## src/rtl/blink_period_meter.sv

```systemverilog
// Measures the CE-qualified half-period of an async toggling line; flags lock and edge timeout.
// Latency: in_sig change sampled at edge k reports on edge k+2; no backpressure, valid is a bare strobe.
module blink_period_meter #(
    parameter int CNT_W          = 23,
    parameter int EXPECT         = 3_000_000,
    parameter int TOL            = 1000,
    parameter int TIMEOUT_CYCLES = 6_000_000
) (
    input  logic             CLK,
    input  logic             RST,
    input  logic             CE,
    input  logic             in_sig,
    output logic [CNT_W-1:0] period,
    output logic             valid,
    output logic             locked,
    output logic             timeout
);

    if (CNT_W < $clog2(TIMEOUT_CYCLES + 1)) begin : g_cnt_w_chk
        $error("CNT_W too narrow to hold TIMEOUT_CYCLES");
    end

    typedef enum logic [1:0] {
        S_IDLE,
        S_MEASURE,
        S_TIMEOUT
    } state_t;

    localparam logic [CNT_W-1:0] TMO_CNT = CNT_W'(TIMEOUT_CYCLES);
    localparam logic [63:0]      LO_B    = (EXPECT > TOL) ? 64'(EXPECT - TOL) : 64'd0;
    localparam logic [63:0]      HI_B    = 64'(EXPECT) + 64'(TOL);

    state_t           state_q, state_d;
    logic [CNT_W-1:0] count_q, count_d;
    logic [CNT_W-1:0] period_d;
    logic             valid_d, locked_d, timeout_d;
    logic             last_ok_q, last_ok_d;
    logic             sync1_q, sync2_q, prev_q;
    logic             edge_det;
    logic             in_tol;

    // prev only follows sync2 on CE cycles, so an edge seen while CE=0 stays pending
    assign edge_det = CE & (sync2_q ^ prev_q);
    assign in_tol   = (64'(count_q) >= LO_B) && (64'(count_q) <= HI_B);

    always_comb begin
        state_d   = state_q;
        count_d   = count_q;
        period_d  = period;
        valid_d   = 1'b0;
        locked_d  = locked;
        timeout_d = timeout;
        last_ok_d = last_ok_q;
        case (state_q)
            S_IDLE: begin
                count_d = '0;
                if (edge_det) begin
                    state_d = S_MEASURE;
                    count_d = CNT_W'(1);
                end
            end
            S_MEASURE: begin
                if (edge_det) begin
                    period_d  = count_q;
                    valid_d   = 1'b1;
                    count_d   = CNT_W'(1);
                    if (!in_tol) begin
                        locked_d = 1'b0;
                    end else if (last_ok_q) begin
                        locked_d = 1'b1;
                    end
                    last_ok_d = in_tol;
                end else if (CE) begin
                    if (count_q == TMO_CNT) begin
                        state_d   = S_TIMEOUT;
                        timeout_d = 1'b1;
                        locked_d  = 1'b0;
                        last_ok_d = 1'b0;
                    end else begin
                        count_d = count_q + CNT_W'(1);
                    end
                end
            end
            S_TIMEOUT: begin
                // restart edge re-arms only; the gap before it is not a valid period
                if (edge_det) begin
                    state_d   = S_MEASURE;
                    count_d   = CNT_W'(1);
                    timeout_d = 1'b0;
                end
            end
            default: begin
                state_d = S_IDLE;
                count_d = '0;
            end
        endcase
    end

    always_ff @(posedge CLK) begin
        if (RST) begin
            state_q   <= S_IDLE;
            count_q   <= '0;
            period    <= '0;
            valid     <= 1'b0;
            locked    <= 1'b0;
            timeout   <= 1'b0;
            last_ok_q <= 1'b0;
            sync1_q   <= 1'b0;
            sync2_q   <= 1'b0;
            prev_q    <= 1'b0;
        end else begin
            state_q   <= state_d;
            count_q   <= count_d;
            period    <= period_d;
            valid     <= valid_d;
            locked    <= locked_d;
            timeout   <= timeout_d;
            last_ok_q <= last_ok_d;
            sync1_q   <= in_sig;
            sync2_q   <= sync1_q;
            if (CE) begin
                prev_q <= sync2_q;
            end
        end
    end

endmodule

```

## config.mk

```make
export PLATFORM = sky130hd
export DESIGN_NAME = blink_period_meter
export DESIGN_NICKNAME = d
export VERILOG_FILES = /design/src/rtl/blink_period_meter.sv
export SDC_FILE = /design/constraint.sdc
export NUM_CORES = 1
export LEC_CHECK = 0
export BUFFER_PORTS_ARGS = -buffer_cell sky130_fd_sc_hd__buf_2
export CORE_AREA = 10 10 98 100
export DETAILED_ROUTE_END_ITERATION = 8
export DIE_AREA = 0 0 108 110
export GPL_ROUTABILITY_DRIVEN = 0
export GPL_TIMING_DRIVEN = 0
export SLEW_MARGIN = 20
export SYNTH_ARGS = -nofsm -noshare
export SYNTH_HDL_FRONTEND = slang
export SYNTH_SLANG_ARGS = --single-unit
```

## constraint.sdc

```tcl
create_clock -name CLK -period 6.77 [get_ports CLK]
set_input_delay 0.3385 -clock CLK [delete_from_list [all_inputs] [get_ports CLK]]
set_output_delay 0.3385 -clock CLK [all_outputs]
set_load 0.05 [all_outputs]
```

* Word level (Yosys, flattened, before mapping) *
Cells that the tools add are included.

operators by class
  add/sub/neg operators = 1
  multipliers = 0
  div/mod/pow operators = 0
  $lt $le $gt $ge = 2
  equality and inequality tests = 11
  shift operators = 0
  multiplexer cells = 23
  bitwise logic cells = 3
  reductions and logical operators = 13

operator list
  operator                                                                                number
  23-bit 2-to-1 mux                                                                       4
  23-bit one-hot mux with 3 select lines                                                  1
  23-bit by 1-bit adder with 23-bit output (second input constant)                        1
  23-bit == test (second input constant)                                                  1
  23-bit by 22-bit greater-or-equal comparator with 1-bit output (second input constant)  1
  23-bit by 22-bit <= comparator with 1-bit output (second input constant)                1
  1-bit 2-to-1 mux                                                                        12
  3-bit inequality test (second input constant)                                           3
  2-bit 2-to-1 mux                                                                        4
  2-bit inequality test (second input constant)                                           4
  4-bit AND reduction                                                                     2
  3-bit AND reduction                                                                     2
  2-bit nonzero test                                                                      3
  5-bit AND reduction                                                                     1
  2-bit one-hot mux with 2 select lines                                                   1
  2-bit OR reduction                                                                      2
  2-bit by 1-bit == test with 1-bit output (second input constant)                        1
  2-bit == test (second input constant)                                                   1
  2-bit logical NOT                                                                       1
  2-bit by 1-bit inequality test with 1-bit output (second input constant)                1
  1-bit one-hot mux with 2 select lines                                                   1
  2-bit AND reduction                                                                     1
  1-bit bitwise AND                                                                       1
  1-bit logical AND                                                                       1
  other kinds (2)                                                                         2

word-level totals
  flip-flop bits (word level) = 55
  latch bits = 0
  memory bits (writable) = 0
  ROM bits = 0
  input bits = 4
  output and inout port bits = 26
  logic and storage cells = 63
  memories kept = 0

* Depth between registers and ports, before layout *
Gate-level depths: netlist of run 1.

  depth after elaboration = 5
  mapped depth = 9
  depth with buffers taken out = 8

* Least setup slack after synthesis of run 1 *
Ideal clock, no wire load.

  kind = register to register
  from = register count_q[0]
  to = register count_q[20]
  setup time = 0.123 ns
  data arrival time = 2.135 ns
  data required time = 6.647 ns
  slack = 4.512 ns
  cell stages (with the launch flop) = 9
  buffers on the path = 0
  clock period less this slack = 2.258 ns
  path through = dfxtp_1 > inv_1 > ha_1 > or4b_4 > or2_4 > o311ai_4 > a21oi_2 > nand3_2 > mux2_1

between the ends
  longest elaborated chain between the ends = 5
  elaborated cells between the ends (all ways) = 8
  classes of those cells = 1 x add/sub; 2 x eq/ne; 4 x mux; 1 x reduce/logical

ends and longest elaborated chain
  what                                      line  source
  start, declared                           34    logic [CNT_W-1:0] count_q, count_d;
  start signal, assigned                    113   count_q <= count_d;
  23-bit by 1-bit adder with 23-bit output  80    count_d = count_q + CNT_W'(1);
  23-bit 2-to-1 mux                         74    if (count_q == TMO_CNT) begin
  23-bit 2-to-1 mux                         73    end else if (CE) begin
  23-bit 2-to-1 mux                         63    if (edge_det) begin
  23-bit one-hot mux with 3 select lines    54    case (state_q)

Several ways; a longest one is shown, not always the timed one. The select of a mux whose other input is x is not followed.
A chain may end at the register's enable or synchronous reset.

* Worst setup path in the final report of run 1 *
Ends and elaborated chain as after synthesis.

==> impl_metrics.tcl, run 1 <==
set metrics [dict create \
    outcome "completed" \
    final_nets 364 \
    synth.area.top_cells "dfxtp_1, nand2_1, a21oi_1" \
    gr-total-overflow 0 \
    ios 30 \
    ff_latch_area_um2 1100 \
    cts_buffers 5 \
    drcViolationCount 0 \
    peakVddDrop_mv 0.0851 \
    power_uw 572 \
    synth_edf_count 0 \
    fin_crit_ns 2.58 \
    via_per_inst 5.07 \
    cp_max_fo 8 \
    die_y_um 110 \
    synth_largest_area_cell "dfxtp_1" \
    die_area_um2 11900 \
    endpoint_kind "flop" \
    synth_nets 329 \
    hold_path_class "in2reg" \
    final.setup.tns_ns 0 \
    wl_met1_um 3130 \
    ys.flop_type "dfxtp_1" \
    ant_nets 0 \
    ys_ff_latch 55 \
    n_fill_cell 832 \
    grt_pass1_wl_um 10600 \
    tritoncts "built" \
    wl_met2_um 2900 \
    n_antenna_cell 0 \
    crit_arrival_ns 2.78 \
    ys_seq_area_share_pct 42.1 \
    final_common_cell "nand2_1" \
    wl_per_cell_um 14.0 \
    start_kind "flop" \
    die_w_um 108 \
    initial_core_util_pct 34.2 \
    final_cell_mix "nand2_1, dfxtp_1, a21oi_1, buf_2, nor2_1" \
    synth_top_area_share_pct 42.1 \
    path_clk_slew_ns 0.10 \
    syn_area_um2 2610 \
    drive_above_1_share_pct 16.2 \
    async_flop_share_pct 0 \
    vias 2336 \
    avgSynthCellArea_um2 8.09 \
    netlist_instances 323 \
    crit_type "reg2reg" \
    worstPathRequired_ns 6.97 \
    setup_viol 0 \
    h-tree-depth 2 \
    yosys_warnings 0 \
    antenna_found_initial 0 \
    wl_met3_um 329 \
    cts_buffer_depth 2 \
    area_delta_synth_final_pct 14.7 \
    drt_wl_total_um 6440 \
    grt.total_usage_pct 10.9 \
    p_per_area_nw_per_um2 191 \
    clock-skew-final_ns 0.00941 \
    tightestPinTransition_ns 1.05 \
    num_rows 32 \
    fmax_mhz 388 \
    port_buffers 28 \
    post_cts_buffers 0 \
    coreArea_um2 7650 \
    postCtsResizedCells 0 \
    clock_latency_ns 0.31 \
    fin_crit_sh_pct 38.1 \
    multi_input_area_um2 1390 \
    r2r_slack_ns 4.19 \
    hold_violations 0 \
    dp_hpwl_um 4790 \
    cap_violations 0 \
    relSlewSlack_pct 29.5 \
    synth_cell_types 57 \
    top_layer "met4" \
    rsz0062_at_grt "false" \
    ctsRootBufferMaster "clkbuf_8" \
    drt_iter0_drc 116 \
    grt_pass1_vias 2214 \
    firstDrtPassIters 4 \
    cts_sinks 55 \
    ctsHoldBuffers 0 \
    p_leak_nw 1.03 \
    maxSlewViolCount 0 \
    grt_max_degree 17 \
]
==> state kept, by name, indices dropped and copies added (netlist names) <==
| signal | cells |
|---|---|
| count_q | 23 |
| period | 23 |
| state_q | 2 |
| last_ok_q | 1 |
| locked | 1 |
| prev_q | 1 |
| sync1_q | 1 |
| sync2_q | 1 |
| timeout | 1 |
| valid | 1 |
==> per-layer routing <==
metal  up-vias  global-route usage [%]
li1       1199                       -
met1      1087                    14.2
met2        43                    17.0
met3         7                    3.08
met4         0                    3.15
met5         -                       0
==> cells in the mapped netlist (2+ instances only) <==
cell type and number:
nand3_1 14, buf_4 2, xnor2_1 11, nand2_1 64, a211oi_1 4, nor4b_1 2, a32o_1 2, a21oi_1 41
a31o_1 2, o21ai_0 8, inv_1 9, o21a_1 2, nor3b_1 2, nor3_1 7, and3_1 5, a41oi_2 2
clkbuf_1 11, nor2_1 28, nand4_1 3, buf_6 2, a31oi_1 3, ha_1 2, dfxtp_1 55, nand2b_1 4
buf_2 2, nor4_1 3, nor2b_1 3
==> where the power goes <==
| part | leakage [nW] | internal, mW | switching (mW) | total, mW |
|---|---|---|---|---|
| combinational | 0.526 | 0.00658 | 0.0136 | 0.0202 |
| sequential | 0.443 | 0.325 | 0.00162 | 0.326 |
| clock | 0.0612 | 0.120 | 0.105 | 0.225 |
| total | 1.03 | 0.451 | 0.121 | 0.572 |
==> area by class of cell <==
class,count,share of cell area [%]
multi-input cells,241,46.2
flip-flops and latches,55,36.7
repair buffers,28,4.67
well taps,102,4.26
plain buffers,18,3.09
clock buffers,6,2.75
clock inverters,2,1.17
inverters,9,1.13
==> through the flow <==
| step | instances | worst slack [ns] | utilization (%) | cell area [um2] | hold WS [ns] |
|---|---|---|---|---|---|
| 3_5_place_dp | 453 | 4.23 | 37.7 | 2880 | 0.424 |
| 5_1_grt | 461 | 4.09 | 39.2 | 3000 | 0.260 |
| 6_report | 461 | 4.19 | 39.2 | 3000 | 0.233 |
| 2_1_floorplan | 323 | 4.51 | - | 2610 | 0.414 |
| 3_3_place_gp | 453 | 4.26 | 37.7 | 2880 | 0.427 |
| 4_1_cts | 461 | 4.20 | 39.2 | 3000 | 0.225 |
==> cell families after synthesis <==
kind of cell | after synthesis | share of synthesized area (%)
flops | 55 | 42.1
compound gates | 77 | 19.7
xor+xnor | 12 | 4.02
simple gates | 148 | 27.6
buf+inv | 27 | 4.83
fa+ha+maj | 2 | 0.957
mux | 2 | 0.814
==> worst max-delay path, stage by stage, from the launching register on <==
cell	delay [ns]
dfxtp_1	0.40
inv_1	0.09
ha_1	0.13
or4b_4	0.46
or2_4	0.29
o311ai_4	0.43
a21oi_2	0.19
nand3_2	0.14
mux2_1	0.32
==> final timing paths <==
| path | from | end | depth (start not counted) |
|---|---|---|---|
| max reg2reg | count_q[0] | count_q[20] | 8 |
| min reg2reg | sync1_q | sync2_q | 1 |
| min | in_sig | sync1_q | 2 |
| max | count_q[0] | count_q[20] | 8 |
(Power assumes the default switching activity.)
==> run 2, diff against run 1 <==
Settings changed: ABC_AREA from default to 1, CORE_AREA 10 10 98 100 to 10 10 101 103, DIE_AREA 0 0 108 110 to 0 0 111 113.
Clock period 6.77 ns to 2.1 ns, I/O delays scaled along.
==> run 2 against run 1 <==
Effect of this change: wire length increased by 17%; non-clock buffer count shrank 5; final cell count grew 20%; first-iteration DRC count up 78%; via count up 17%; worst setup slack got worse by 3.9 ns; clock power grew to 2.6 times the previous value.
==> impl_metrics.tcl, run 2 <==
set metrics [dict create \
    top_regs "count_q x23, period x23, state_q x2" \
    outcome "completed" \
    endpoint_kind "flop" \
    grt_max_degree 16 \
    hold_violations 0 \
    utilization_pct 38.8 \
    p_per_area_nw_per_um2 587 \
    setup_viol 0 \
    synth.area.top_cells "dfxtp_1, nand2_1, a21oi_1" \
    swShare_pct 27.2 \
    relSlewSlack_pct 61.8 \
    via_per_inst 4.95 \
    cpMaxStageDelayCell "dfxtp_1" \
    crit_type "reg2reg" \
    area_delta_synth_final_pct 13.0 \
    clock_latency_ns 0.32 \
    ios 30 \
    final_cell_mix "nand2_1, dfxtp_1, nor2_1, a21oi_1, inv_1" \
    r2r_slack_ns 0.29 \
    cap_violations 0 \
    crit_path_start "count_q[0]" \
    p_leak_nw 1.29 \
    path_clk_slew_ns 0.10 \
    die_area_um2 12500 \
    synth_largest_area_cell "dfxtp_1" \
    clkPwrFrac_pct 31.7 \
    ys.flop_type "dfxtp_1" \
    hold_path_class "in2reg" \
    synth_cell_types 30 \
    coreArea_um2 8130 \
    crit_arrival_ns 2.02 \
    num_rows 33 \
    tightestPinTransition_ns 0.572 \
    ys_ff_latch 55 \
    ctsRootBufferMaster "clkbuf_8" \
    antenna_found_initial 0 \
    ys_seq_area_share_pct 39.4 \
    firstDrtPassIters 5 \
    drive_above_1_share_pct 14.3 \
    async_flop_share_pct 0 \
    reg2reg_from "count_q[0]" \
    die_w_um 111 \
    ant_nets 0 \
    crit_end "count_q[17]" \
    max_stage_delay_ns 0.40 \
    h-tree-depth 2 \
    synth_nets 418 \
    placed_area_um2 3060 \
    wl_per_cell_um 13.6 \
    path_cells "inv_2 > nor2_1 > inv_1 > nor2_2 > nand2_1 > nor3_1 > nand3_1 > nand2_1 > nor2_1" \
    n_antenna_cell 0 \
    cts_sinks 55 \
    start_kind "flop" \
    final_nets 454 \
    hold_depth 2 \
    fin_crit_ns 1.81 \
    peakVddDrop_mv 0.231 \
    n_fill_cell 871 \
    final.setup.tns_ns 0 \
    dp_hpwl_um 5810 \
    drcViolationCount 0 \
    comb_power_share_pct 10.7 \
    rsz0062_at_grt "false" \
    final_common_cell "nand2_1" \
    synth_edf_count 0 \
    intPower_mw 1.35 \
    fin_crit_sh_pct 86.3 \
    worst_r2r_path_depth 9 \
    avgSynthCellArea_um2 6.78 \
    clock-skew-final_ns 0.0120 \
    cp_max_fo 4 \
    r2r_end "count_q[17]" \
    drt_wl_total_um 7560 \
    p_switching_uw 504 \
    ff_latch_area_um2 1100 \
    synth_most_common_cell "nand2_1" \
    grt_pass1_vias 2531 \
    fmax_mhz 552 \
    multi_input_area_um2 1420 \
    hold_ws_ns 0.0612 \
    tritoncts "built" \
    die_y_um 113 \
    cts_buffer_depth 2 \
    maxSlewViolCount 0 \
    yosys_warnings 0 \
    place_inst 545 \
    synth_top_area_share_pct 39.4 \
    grt.total_usage_pct 11.8 \
    final_area_um2 3160 \
    worstPathRequired_ns 2.31 \
    yosys-top-cells-count "nand2_1, dfxtp_1, nor2_1" \
    finalNonFillerCells 554 \
    initial_core_util_pct 34.3 \
    grt_pass1_wl_um 12700 \
    port_buffers 28 \
    drt_iter0_drc 206 \
    post_cts_buffers 0 \
    vias 2744 \
    gr-total-overflow 0 \
    syn_area_um2 2790 \
    netlist_instances 412 \
    cts_buffers 5 \
    seq_power_share_pct 57.7 \
]
run 2: cell types whose count changed after synthesis, sizes merged, moves of 4 or more:
| cell | delta |
|---|---|
| xnor2 | -11 |
| inv | +44 |
| nand3 | +16 |
| a21oi | +5 |
| nor2 | +31 |
| and3 | -4 |
| nand2b | -5 |
| nor2b | -4 |
| nand2 | +27 |
| nand4 | +4 |
| o21ai | +31 |
| a211oi | -4 |
run 2: power by group through the flow:
stage / Sequential, mW / Combinational [mW] / Clock, mW
floorplan: 1.12 / 0.119 / 0
global placement: 1.09 / 0.194 / 0
detailed placement: 1.09 / 0.196 / 0
CTS: 1.07 / 0.198 / 0.595
global route: 1.07 / 0.219 / 0.633
finish: 1.07 / 0.198 / 0.587
run 2: cell families (layout without fill, tap and decap cells):
kind of cell    after synthesis  after routing  share of synthesized area [%]
xor+xnor                      1              1                          0.314
flops                        55             55                           39.4
simple gates                201            201                           33.6
fa+ha+maj                     2              2                          0.896
compound gates               88             88                           16.0
buf+inv                      65            102                           9.77
run 2: worst min-delay path by stage:
stage,from,end
final,CE,prev_q
after global routing,CE,prev_q
after CTS,CE,prev_q
after detailed placement,in_sig,sync1_q
after global placement,in_sig,sync1_q
after floorplan,CE,prev_q
run 2: cell type report:
type	count	share of cell area, %
Clock buffer	7	2.42
Clock inverter	1	0.159
Inverter	53	6.38
Timing Repair Buffer	29	4.76
Buffer	12	2.26
Multi-Input combinational cell	292	45.0
Sequential cell	55	34.9
Tap cell	105	4.16
run 2: what timing repair did:
item	4_1_cts	5_1_grt
setup endpoints to repair	0	0
gates resized for setup	0	0
hold endpoints to repair	1	0
hold buffers	1	0
run 2: per-layer routing:
metal  vias up  track usage [%]  routed length, um
met5         -                0                  0
met4         0             4.34                126
met3        12             2.17                475
met2        92             18.0               3200
met1      1235             16.2               3750
li1       1405                -                  -
run 2: per-stage QoR:
stage	setup WS, ns	power (mW)
final	0.287	1.85
after global routing	0.0545	1.92
after CTS	0.284	1.86
after detailed placement	0.302	1.29
after global placement	0.342	1.29
after floorplan	0.589	1.24
run 2: worst max-delay path, delay by kind of cell (launching register included):
family	cells	cell delay [ns]
buf+inv	2	0.21
simple gates	7	1.11
flops	1	0.40
==> run 3, diff against run 2 <==
Settings changed: BUFFER_PORTS_ARGS -buffer_cell sky130_fd_sc_hd__buf_2 to -buffer_cell sky130_fd_sc_hd__buf_4.
==> run 3 against run 2 <==
Effect of this change: non-clock buffer count grew 1; combinational power grew 3%; register-to-register slack is essentially flat; wire length grew 0.87%; fmax shrank 0.75%; final cell count grew 0.18%; utilization grew 1.5 points; total power grew 9.8%; flip-flop and latch count is the same; clock power grew 30%.
==> impl_metrics.tcl, run 3 (synthesis gave the netlist of run 2 again) <==
set metrics [dict create \
    cp_top_family "simple AND/OR/NAND/NOR gates" \
    worstPathRequired_ns 2.31 \
    ios 30 \
    coreArea_um2 8130 \
    grt_pass1_vias 2521 \
    tritoncts "built" \
    drive_above_1_share_pct 14.7 \
    power_mw 2.03 \
    drt_wl_total_um 7620 \
    crit_type "reg2reg" \
    clock_latency_ns 0.33 \
    ctsRootBufferMaster "clkbuf_8" \
    ctsHoldBuffers 2 \
    h-tree-depth 2 \
    die_area_um2 12500 \
    drt_iter0_drc 254 \
    antenna_found_initial 0 \
    rsz0062_at_grt "false" \
    port_buffers 28 \
    r2r_end "count_q[22]" \
    fin_crit_ns 1.83 \
    cap_violations 0 \
    via_per_inst 4.87 \
    max_stage_delay_ns 0.40 \
    r2r_slack_ns 0.27 \
    peakVddDrop_mv 0.242 \
    num_rows 33 \
    path_clk_slew_ns 0.10 \
    grt_pass1_wl_um 12500 \
    ant_nets 0 \
    n_antenna_cell 0 \
    setup_viol 0 \
    grt_max_degree 18 \
    placed_area_um2 3130 \
    cpMaxStageDelayCell "dfxtp_1" \
    firstDrtPassIters 6 \
    cts_sinks 55 \
    start_kind "flop" \
    final_area_um2 3280 \
    vias 2701 \
    die_w_um 111 \
    drcViolationCount 0 \
    hold_path_class "in2reg" \
    area_delta_synth_final_pct 17.3 \
    clock-skew-final_ns 0.0101 \
    top_regs "count_q x23, period x23, state_q x2" \
    postCtsResizedCells 0 \
    cts_buffer_depth 2 \
    maxSlewViolCount 0 \
    dp_hpwl_um 5850 \
    n_fill_cell 871 \
    reg2reg_from "count_q[0]" \
    gr-total-overflow 0 \
    final.setup.tns_ns 0 \
    crit_path_start "count_q[0]" \
    p_per_area_nw_per_um2 621 \
    path_cells "ha_1 > nand3_1 > inv_2 > nand3_1 > or2_2 > nor2_1 > nand3_1 > nand2_1 > nor2_1" \
    final_common_cell "nand2_1" \
    final_cell_mix "nand2_1, dfxtp_1, nor2_1, a21oi_1, inv_1" \
    final_nets 455 \
    cp_max_fo 4 \
    path_depth 9 \
    path_buf_inv 1 \
    cts_buffers 5 \
    crit_arrival_ns 2.04 \
    tightestPinTransition_ns 0.573 \
    grt.total_usage_pct 11.9 \
    p_leak_nw 1.31 \
    crit_end "count_q[22]" \
    hold_violations 0 \
    outcome "completed" \
    die_y_um 113 \
    wl_per_cell_um 13.7 \
    initial_core_util_pct 34.3 \
    post_cts_buffers 0 \
    relSlewSlack_pct 61.8 \
    cp_common_cell "nand3_1" \
    fin_crit_sh_pct 87.0 \
    endpoint_kind "flop" \
    worst_r2r_path_depth 9 \
    fmax_mhz 548 \
]
run 3: where the power goes:
| group | internal [mW] | switching [mW] | total, mW |
|---|---|---|---|
| logic | 0.0618 | 0.142 | 0.204 |
| clock network | 0.393 | 0.368 | 0.761 |
| registers | 1.06 | 0.0105 | 1.07 |
| total | 1.51 | 0.521 | 2.03 |
run 3: area by class of cell:
type	count	area, um2	area share, %
buffer	12	71.3	2.18
clock buffer	6	82.6	2.52
clock inverter	2	38.8	1.18
inverter	53	201	6.15
multi-input combinational	292	1420	43.3
sequential	55	1100	33.6
tap	105	131	4.01
timing repair buffer	30	230	7.03
run 3: through the flow:
stage / std cells / worst slack (ns) / hold WS (ns) / utilization [%]
after floorplan: 412 / 0.589 / 0.199 / -
after CTS: 555 / 0.291 / 0.155 / 40.3
after detailed placement: 545 / 0.319 / 0.317 / 38.5
after global routing: 555 / 0.0959 / 0.147 / 40.3
after global placement: 545 / 0.345 / 0.307 / 38.5
final: 555 / 0.274 / 0.132 / 40.3
run 3: worst min path at each step:
stage,end,depth (start not counted),from,slack [ns]
2_1_floorplan,prev_q,1,CE,0.20
3_3_place_gp,sync1_q,3,in_sig,0.31
3_5_place_dp,sync1_q,3,in_sig,0.32
4_1_cts,sync2_q,2,RST,0.15
5_1_grt,sync1_q,2,RST,0.15
6_report,sync2_q,2,RST,0.13
run 3: per-layer routing:
layer / global-route usage, % / vias up / part of all wire, %
li1: - / 1404 / -
met1: 16.3 / 1214 / 48
met2: 17.6 / 72 / 43
met3: 2.75 / 11 / 6.8
met4: 4.51 / 0 / 1.7
met5: 0 / - / 0
